### src/rtl/cpu_pkg.sv
// Shared fetch-stage types and instruction field layout.
// Imported by the fetch unit, its field splitter and decode-side monitors.
package cpu_pkg;

    typedef enum logic [1:0] {
        S_IDLE,
        S_FETCH,
        S_HOLD,
        S_HALT
    } fetch_state_e;

    localparam int OP_HI   = 31;
    localparam int OP_LO   = 26;
    localparam int RS_HI   = 25;
    localparam int RS_LO   = 21;
    localparam int RT_HI   = 20;
    localparam int RT_LO   = 16;
    localparam int RD_HI   = 15;
    localparam int RD_LO   = 11;
    localparam int FUNC_HI = 5;
    localparam int FUNC_LO = 0;
    localparam int IMM_HI  = 15;
    localparam int IMM_LO  = 0;

    localparam logic [5:0] HALT_OP_DEF = 6'h3F;
    localparam int         PC_STEP_DEF = 4;

endpackage

### src/rtl/instr_fetch_unit_if.sv
// Instruction-memory request/acknowledge bus.
// The fetch unit is the master, the memory is the slave.
interface instr_fetch_unit_if #(
    parameter int ADDR_W  = 32,
    parameter int INSTR_W = 32
);
    logic               imem_req;
    logic [ADDR_W-1:0]  imem_addr;
    logic               imem_ack;
    logic [INSTR_W-1:0] imem_rdata;

    modport master (
        output imem_req,
        output imem_addr,
        input  imem_ack,
        input  imem_rdata
    );

    modport slave (
        input  imem_req,
        input  imem_addr,
        output imem_ack,
        output imem_rdata
    );
endinterface

### src/rtl/instr_fetch_unit_field_split.sv
// Combinational split of a 32-bit instruction word into decode fields.
// Shared by the fetch unit and the decode-side debug monitor.
module instr_field_split
    import cpu_pkg::*;
(
    input  logic [31:0] ir,
    output logic [5:0]  op_code,
    output logic [5:0]  func_code,
    output logic [4:0]  rs,
    output logic [4:0]  rt,
    output logic [4:0]  rd,
    output logic [15:0] imm
);

    assign op_code   = ir[OP_HI:OP_LO];
    assign func_code = ir[FUNC_HI:FUNC_LO];
    assign rs        = ir[RS_HI:RS_LO];
    assign rt        = ir[RT_HI:RT_LO];
    assign rd        = ir[RD_HI:RD_LO];
    assign imm       = ir[IMM_HI:IMM_LO];

endmodule

### src/rtl/instr_fetch_unit.sv
// Fetch stage: PC, instruction-memory handshake, instruction register,
// retire counting and HALT detection.
module instr_fetch_unit
    import cpu_pkg::*;
#(
    parameter int              ADDR_W   = 32,
    parameter int              INSTR_W  = 32,
    parameter logic [ADDR_W-1:0] RESET_PC = '0,
    parameter int              PC_STEP  = PC_STEP_DEF,
    parameter logic [5:0]      HALT_OP  = HALT_OP_DEF
) (
    input  logic              clk,
    input  logic              rst_n,
    instr_fetch_unit_if.master imem,
    input  logic              pc_we,
    input  logic              mem_done,
    input  logic              branch_taken,
    input  logic [ADDR_W-1:0] branch_target,
    output logic              instr_valid,
    output logic [5:0]        op_code,
    output logic [5:0]        func_code,
    output logic [4:0]        rs,
    output logic [4:0]        rt,
    output logic [4:0]        rd,
    output logic [15:0]       imm,
    output logic [ADDR_W-1:0] pc,
    output logic              halted,
    output logic [31:0]       retire_count
);

    fetch_state_e       state_q, state_d;
    logic [ADDR_W-1:0]  pc_q, pc_d;
    logic [INSTR_W-1:0] ir_q, ir_d;
    logic               halted_q, halted_d;
    logic [31:0]        retire_q, retire_d;
    logic               advance;
    logic [ADDR_W-1:0]  seq_pc;
    logic [ADDR_W-1:0]  br_pc;

    assign advance = pc_we | mem_done;
    assign seq_pc  = pc_q + ADDR_W'(PC_STEP);
    assign br_pc   = {branch_target[ADDR_W-1:2], 2'b00};

    always_comb begin
        state_d  = state_q;
        pc_d     = pc_q;
        ir_d     = ir_q;
        halted_d = halted_q;
        retire_d = retire_q;
        unique case (state_q)
            S_IDLE: begin
                state_d = S_FETCH;
            end
            S_FETCH: begin
                if (imem.imem_ack) begin
                    ir_d    = imem.imem_rdata;
                    state_d = S_HOLD;
                end
            end
            S_HOLD: begin
                if (advance) begin
                    retire_d = retire_q + 32'd1;
                    if (op_code == HALT_OP) begin
                        halted_d = 1'b1;
                        state_d  = S_HALT;
                    end else begin
                        pc_d    = branch_taken ? br_pc : seq_pc;
                        state_d = S_FETCH;
                    end
                end
            end
            S_HALT: begin
                state_d = S_HALT;
            end
        endcase
    end

    // Async clear drops imem_req mid-handshake; memory drops the request.
    always_ff @(posedge clk or negedge rst_n) begin
        if (!rst_n) begin
            state_q  <= S_IDLE;
            pc_q     <= RESET_PC;
            ir_q     <= '0;
            halted_q <= 1'b0;
            retire_q <= '0;
        end else begin
            state_q  <= state_d;
            pc_q     <= pc_d;
            ir_q     <= ir_d;
            halted_q <= halted_d;
            retire_q <= retire_d;
        end
    end

    instr_field_split u_split (
        .ir        (ir_q[31:0]),
        .op_code   (op_code),
        .func_code (func_code),
        .rs        (rs),
        .rt        (rt),
        .rd        (rd),
        .imm       (imm)
    );

    assign imem.imem_req  = (state_q == S_FETCH);
    assign imem.imem_addr = pc_q;
    assign instr_valid    = (state_q == S_HOLD);
    assign pc             = pc_q;
    assign halted         = halted_q;
    assign retire_count   = retire_q;

endmodule

### src/flat_wrapper.sv
// flat-port wrapper written by rule: the top's interface ports become plain ports
module instr_fetch_unit_flat import cpu_pkg::*;
#(
    parameter int              ADDR_W   = 32,
    parameter int              INSTR_W  = 32,
    parameter logic [ADDR_W-1:0] RESET_PC = '0,
    parameter int              PC_STEP  = PC_STEP_DEF,
    parameter logic [5:0]      HALT_OP  = HALT_OP_DEF
)
  (clk, rst_n, pc_we, mem_done, branch_taken, branch_target, instr_valid, op_code, func_code, rs, rt, rd, imm, pc, halted, retire_count, imem_imem_req, imem_imem_addr, imem_imem_ack, imem_imem_rdata);
  instr_fetch_unit_if #(.ADDR_W(ADDR_W), .INSTR_W(INSTR_W)) imem_i ();
  input  logic clk;
  input  logic rst_n;
  input  logic pc_we;
  input  logic mem_done;
  input  logic branch_taken;
  input  logic [ADDR_W-1:0] branch_target;
  output logic instr_valid;
  output logic [5:0] op_code;
  output logic [5:0] func_code;
  output logic [4:0] rs;
  output logic [4:0] rt;
  output logic [4:0] rd;
  output logic [15:0] imm;
  output logic [ADDR_W-1:0] pc;
  output logic halted;
  output logic [31:0] retire_count;
  output wire logic [$bits(imem_i.imem_req)-1:0] imem_imem_req;
  output wire logic [$bits(imem_i.imem_addr)-1:0] imem_imem_addr;
  input wire logic [$bits(imem_i.imem_ack)-1:0] imem_imem_ack;
  input wire logic [$bits(imem_i.imem_rdata)-1:0] imem_imem_rdata;
  assign imem_imem_req = imem_i.imem_req;
  assign imem_imem_addr = imem_i.imem_addr;
  assign imem_i.imem_ack = imem_imem_ack;
  assign imem_i.imem_rdata = imem_imem_rdata;
  instr_fetch_unit #(.ADDR_W(ADDR_W), .INSTR_W(INSTR_W), .RESET_PC(RESET_PC), .PC_STEP(PC_STEP), .HALT_OP(HALT_OP)) u_core (.clk(clk), .rst_n(rst_n), .imem(imem_i), .pc_we(pc_we), .mem_done(mem_done), .branch_taken(branch_taken), .branch_target(branch_target), .instr_valid(instr_valid), .op_code(op_code), .func_code(func_code), .rs(rs), .rt(rt), .rd(rd), .imm(imm), .pc(pc), .halted(halted), .retire_count(retire_count));
endmodule
### config.mk
export PLATFORM = sky130hd
export DESIGN_NAME = instr_fetch_unit_flat
export DESIGN_NICKNAME = d
export VERILOG_FILES = /design/src/rtl/cpu_pkg.sv /design/src/rtl/instr_fetch_unit_if.sv /design/src/rtl/instr_fetch_unit_field_split.sv /design/src/rtl/instr_fetch_unit.sv /design/src/flat_wrapper.sv
export SDC_FILE = /design/constraint.sdc
export NUM_CORES = 1
export LEC_CHECK = 0
export BUFFER_PORTS_ARGS = -buffer_cell sky130_fd_sc_hd__buf_4
export CORE_ASPECT_RATIO = 1.1
export CORE_MARGIN = 4
export CORE_UTILIZATION = 44
export DETAILED_ROUTE_END_ITERATION = 7
export HOLD_SLACK_MARGIN = 0.06
export PLACE_DENSITY = 0.77
export SLEW_MARGIN = 20
export SYNTH_ARGS = -nofsm -noshare
export SYNTH_HDL_FRONTEND = slang
export SYNTH_SLANG_ARGS = --single-unit
### constraint.sdc
create_clock -name clk -period 1.66 [get_ports clk]
set_clock_uncertainty 0.05 [all_clocks]
set_input_delay 0.083 -clock clk [delete_from_list [all_inputs] [get_ports clk]]
set_output_delay 0.083 -clock clk [all_outputs]
set_load 0.02 [all_outputs]
## Word-level counts from Yosys, hierarchy flattened

Index checks and enable logic that the tools add are counted.

- Add/sub/neg operators: 2
- Multiply operators: 0
- Divide/modulo/power cells: 0
- Order comparisons: 0
- Eq/ne operators: 6
- Shift operators: 0
- Multiplexer cells: 5
- Bitwise operators: 2
- Reduce and logical (&&, ||, !) cells: 6

Operators with widths:

| cell | count |
|---|---|
| $add A32 B1 Y32 const B | 1 |
| $add A32 B3 Y32 const B | 1 |
| $mux W32 | 1 |
| $pmux W2 S4 | 1 |
| $eq A6 B6 Y1 const B | 1 |
| $mux W2 | 3 |
| $reduce_and A2 Y1 | 3 |
| $reduce_and A3 Y1 | 2 |
| $eq A2 B2 Y1 const B | 2 |
| $ne A2 B1 Y1 const B | 2 |
| $eq A2 B1 Y1 const B | 1 |
| $logic_not A2 Y1 | 1 |
| $not A1 Y1 | 1 |
| $or A1 B1 Y1 | 1 |

- Register bits after elaboration: 99
- Bits in latches: 0
- Memory bits (writable): 0
- Bits in read-only memories: 0
- Bits of input ports: 70
- Output and inout port bits: 142
- Logic and storage cells: 26
- Memories: 0

## Depth between registers and ports, before layout

- Depth after elaboration: 4
- Depth in mapped cells: 7
- Gate-level depth less buffers: 6

## Hierarchy

From an unflattened synthesis, not the netlist that was laid out.

- Cells, all modules: 527
- Area total of the unflattened synthesis: 5315.1 µm²

By module, submodules not included:

| module | times used | cells an instance | area each (µm²) | seq. area each (µm²) |
|---|---|---|---|---|
| instr_fetch_unit | 1 | 484 | 4992.3 | 2427.3 |
| instr_field_split | 1 | 43 | 322.8 | 0.0 |

## Worst setup path after synthesis

Ideal clock, no wire load.

- Path type: reg2reg
- From: register u_core.pc_q[2], in the netlist u_core.imem.imem_addr[2]
- To: register u_core.pc_q[24], in the netlist u_core.imem.imem_addr[24]
- Setup time: 0.121 ns
- Data arrival time: 1.783 ns
- Required time: 1.489 ns
- Path slack: -0.295 ns
- Cell stages (with the launch flop): 8
- Buffers on the path: 1
- Clock period less this slack: 1.955 ns
- Cells stage by stage: dfrtp_1 ha_1 clkbuf_1 nand2_1 nor2_1 and3_1 a31oi_1 o22a_1

- Cells in the longest elaborated chain, start to end: 2

Ends and longest elaborated chain:

| what | line | source |
|---|---|---|
| start: declaration | instr_fetch_unit.sv:32 | `logic [ADDR_W-1:0] pc_q, pc_d;` |
| start signal: assignment | instr_fetch_unit.sv:88 | `pc_q <= pc_d;` |
| $add A32 B3 Y32 | instr_fetch_unit.sv:41 | `assign seq_pc = pc_q + ADDR_W'(PC_STEP);` |
| $mux W32 | instr_fetch_unit.sv:67 | `pc_d = branch_taken ? br_pc : seq_pc;` |

No other way between the ends.
A chain may end at the register's enable or synchronous reset.

## Worst setup path after layout

- From: register u_core.retire_q[4], in the netlist u_core.retire_count[4]
- To: register u_core.retire_q[18], in the netlist u_core.retire_count[18]

- Cells in the longest elaborated chain, start to end: 1

Ends and longest elaborated chain:

| what | line | source |
|---|---|---|
| start: declaration | instr_fetch_unit.sv:35 | `logic [31:0] retire_q, retire_d;` |
| start signal: assignment | instr_fetch_unit.sv:91 | `retire_q <= retire_d;` |
| $add A32 B1 Y32 | instr_fetch_unit.sv:62 | `retire_d = retire_q + 32'd1;` |

No other way between the ends.

==> reports/results.md <==
| Quantity | Reported |
| --- | --- |
| Synth unique cells | 48 |
| Quantity of I/O buffers inserted on ports | 205 |
| Antenna violations before repair | 0 |
| Standby leakage power | 3.96 nW |
| # clock sinks | 97 |
| Die area | 13200 um^2 |
| Total core area | 11000 um^2 |
| List of cells traversed by the critical path | nand4_4 -> or4_4 -> buf_4 -> nor2_4 -> nand4_1 -> xnor2_1 |
| Post-route ant nets | 0 |
| Hold WC Path Type | primary input to flop |
| Maximum operating frequency | 549 MHz |
| Number of flip-flops and latches in the synthesized netlist | 97 |
| Failing checks | setup timing |
| CTS HTree Levels | 3 |
| Overall routing resource usage | 23.8% |
| Share of total power in sequential cells | 28.9% |
| Die Width | 110 um |
| Global-route track usage on met3 | 6.19% |
| Status | finished with violations |
| DRT iter0 DRCs | 276 |
| Antenna Cells | 0 |
| Placed Cells incl. Taps | 855 |
| Worst-Skew Late Latency | 0.33 ns |
| Internal power summed over all cells | 0.00803 W |
| Clock buffer count from CTS | 9 |
| GR Util met1 | 27.2% |
| Synthesis warning total | 0 |
| Max stage delay cell, worst path | sky130_fd_sc_hd__or4_4 |
| Site Rows | 40 |
| Portion of total power attributed to the clock network | 16.7% |
| Busiest layer in global routing | met2 |
| DRC | 0 |
| Top Ports | 212 |
| Post-synth EDFFs | 0 |
| Largest delay contributor family on the critical path | simple AND/OR/NAND/NOR gates |
| Unrepaired setup endpoints after global routing | yes |
| Nature of the critical path endpoint | flop |
| Area grow syn2layout | 66.5% |
| Critical Path Start Type | flop |
| Global-route congestion overflow total | 0 |
| Crit path time final | 1.82 ns |
| Count of non-filler cells in the finished layout | 949 |
| Required time at the worst-slack endpoint | 1.83 ns |
| Starting density of the core | 45.5% |
| Global routing met2 resource utilization | 42.6% |
| CP max FO | 4 |
| Fraction of layout instances using a drive strength above 1 | 53.1% |
| Switching Fraction | 41.0% |
| Buffer and inverter count on the worst path | 1 |
| Vertical die dimension | 120 um |
| Critical Path Max Stage Delay | 0.59 ns |
| Max rail drop VDD | 1180 uV |
| Total number of nets in the final design | 869 |
| Post-route setup slack | -0.162 ns |
| Area of placed instances | 7030 um^2 |
| Async set-or-reset flop fraction in the synthesized netlist | 100% |
| Final hold viol count | 0 |
| Largest buffer count on any clock path | 2 |
| Via density | 5.29 |
| Routed wire length | 16700 um |
| Final weighted congestion in routability-driven placement | 0.851 |
| Cell chosen for the clock root | sky130_fd_sc_hd__clkbuf_16 |
| Via count | 5019 |
| Worst path arrival time | 1.99 ns |
| CTS tree | done |
| Post-synthesis sequential area ratio | 48.5% |
| Final worst hold slack | 0.0840 ns |
| Half-perimeter wire length after placement | 11100 um |
| Syn Area/Cell | 10.3 um^2 |
| Final Power | 0.0136 W |
| Number of global-route vias before repair | 5144 |
| Detailed Routing Iterations Pass 1 | 5 |
| Portion of the clock cycle consumed by the worst path in the final layout | 110% |
| Comb power frac | 54.4% |
| Cell area after technology mapping | 5010 um^2 |
| Detail-routed net length per standard cell | 17.6 um |
| Power density over cell area | 1630 nW/um^2 |
| Number of instances in the synthesized netlist | 488 |
| Pin count of the biggest net entering global routing | 44 |
| Finished layout cell area | 8340 um^2 |
| Global-route wire length before repair | 25000 um |
| Filler cells | 703 |
| Setup Viol. Count Final | 20 |
| Clock transition at the register clock pins on the worst setup and hold paths after CTS | 0.07 ns |
| Count of maximum capacitance violations | 0 |
| Dominant synthesized flop cell | sky130_fd_sc_hd__dfrtp_1 |
| Switching component of the power | 0.00557 W |
| Final number of max-transition violations | 0 |
| Type of the worst setup path | flop to flop |
[what timing repair did]
action                                  in CTS  in global routing
endpoints found under the setup margin      21                 41
hold buffers                                58                  1
pin swaps                                    8                 12
gates resized for setup                      4                 41
setup buffers                                0                 16
hold endpoints to repair                   154                  1
cloned                                       1                  3
[kinds of logic (layout without fill, tap and decap cells)]
| family | after synthesis | count (layout) | share of synthesized area [%] |
|---|---|---|---|
| XOR/XNOR | 31 | 31 | 5.42 |
| AND/OR/NAND/NOR | 149 | 149 | 16.5 |
| buffers and inverters | 70 | 381 | 8.69 |
| adder cells (fa/ha/maj) | 2 | 2 | 0.499 |
| other | 1 | 4 | 0.0749 |
| flip-flops | 97 | 97 | 48.5 |
| multiplexers | 35 | 35 | 7.82 |
| AO/OA/AOI/OAI | 103 | 103 | 12.5 |
[sequential cells by signal, indices dropped and copies added, names as in the netlist]
signal,flops
u_core.ir_q,32
u_core.halted,1
u_core.state_q,2
u_core.imem.imem_addr,30
u_core.retire_count,32
[worst reg2reg max path: stages, from the launching register on]
cell	delay, ns
sky130_fd_sc_hd__dfrtp_2	0.39
sky130_fd_sc_hd__nand4_4	0.11
sky130_fd_sc_hd__or4_4	0.59
sky130_fd_sc_hd__buf_4	0.18
sky130_fd_sc_hd__nor2_4	0.11
sky130_fd_sc_hd__nand4_1	0.12
sky130_fd_sc_hd__xnor2_1	0.14
[per-stage QoR]
step                worst slack [ns]  util [%]  TNS [ns]
floorplan                     -0.120         -     -1.28
global placement             -0.0709      63.9    -0.340
detailed placement            -0.109      63.9    -0.857
CTS                           -0.119      72.6     -1.06
global route                  -0.237      75.7     -3.63
finish                        -0.162      75.7     -1.64
[cells in the final DEF, fill, tap and decap left out, types with 9 or more instances in the layout]
master                          netlist  routed
sky130_fd_sc_hd__a21oi_1             41      36
sky130_fd_sc_hd__buf_4               46     289
sky130_fd_sc_hd__clkbuf_16            0      10
sky130_fd_sc_hd__dfrtp_1             97      71
sky130_fd_sc_hd__dfrtp_2              0      26
sky130_fd_sc_hd__dlygate4sd3_1        0      59
sky130_fd_sc_hd__mux2_2              33      33
sky130_fd_sc_hd__nand2_1             34      33
sky130_fd_sc_hd__nand3_1             21      18
sky130_fd_sc_hd__nand4_1             15      15
sky130_fd_sc_hd__nor2_1              29      22
sky130_fd_sc_hd__o21ai_0             21      17
sky130_fd_sc_hd__o22ai_1             11       9
sky130_fd_sc_hd__xnor2_1             23      22
[power groups by stage]
stage,registers (W),logic (W),clock network (W)
CTS,0.00388,0.00703,0.00232
detailed placement,0.00392,0.00684,0
global placement,0.00384,0.00674,0
floorplan,0.00502,0.00297,0
global route,0.00402,0.00784,0.00244
finish,0.00393,0.00740,0.00227
[synthesized netlist by cell type (all sizes together), types with 3 or more instances]
cell type | instances | area share [%]
nand3 | 21 | 2.1
and3 | 10 | 1.2
clkbuf | 17 | 1.3
a31oi | 3 | 0.37
mux2 | 33 | 7.4
inv | 6 | 0.45
xnor2 | 23 | 4.0
nand4 | 18 | 2.8
a22oi | 4 | 0.60
nor3 | 13 | 1.7
nand2b | 5 | 0.77
dfrtp | 97 | 48
o21a | 3 | 0.45
nor2 | 29 | 2.2
o21ai | 21 | 2.1
xor2 | 8 | 1.4
a21o | 5 | 0.75
a21oi | 41 | 4.1
a41o | 4 | 0.80
nand2 | 34 | 2.5
o22ai | 11 | 1.4
and2 | 3 | 0.37
nor4 | 3 | 0.67
and4 | 5 | 0.87
buf | 47 | 7.0
[path summary, 6_finish.rpt]
check,startpoint,to,slack [ns],cells after the start
setup / recovery,u_core.retire_count[4],u_core.retire_count[18],-0.16,6
hold / removal,branch_target[24],u_core.imem.imem_addr[24],0.08,4
setup reg to reg,u_core.retire_count[4],u_core.retire_count[18],-0.16,6
hold reg to reg,u_core.retire_count[31],u_core.retire_count[31],0.43,1
max in group asynchronous,rst_n,u_core.retire_count[2],0.77,3
min in group asynchronous,rst_n,u_core.imem.imem_addr[18],0.19,2
[metal layers]
metal  routed length, um  part of all wire [%]  vias to the layer above
met2                8730                    52                      258
met1                6190                    37                     2412
li1                    -                     -                     2313
met3                1380                   8.3                       36
met5                   0                     0                        -
met4                 377                   2.3                        0
[final cells by class]
| class | count | area [um^2] | area share (%) |
|---|---|---|---|
| clock buffer | 10 | 239 | 2.87 |
| clock inverter | 6 | 90.1 | 1.08 |
| inverter | 6 | 27.5 | 0.330 |
| multi-input combinational | 324 | 2380 | 28.6 |
| sequential | 97 | 2460 | 29.5 |
| tap | 147 | 184 | 2.21 |
| timing repair buffer | 359 | 2960 | 35.5 |
Note: power is estimated with default switching activity, not from simulation.
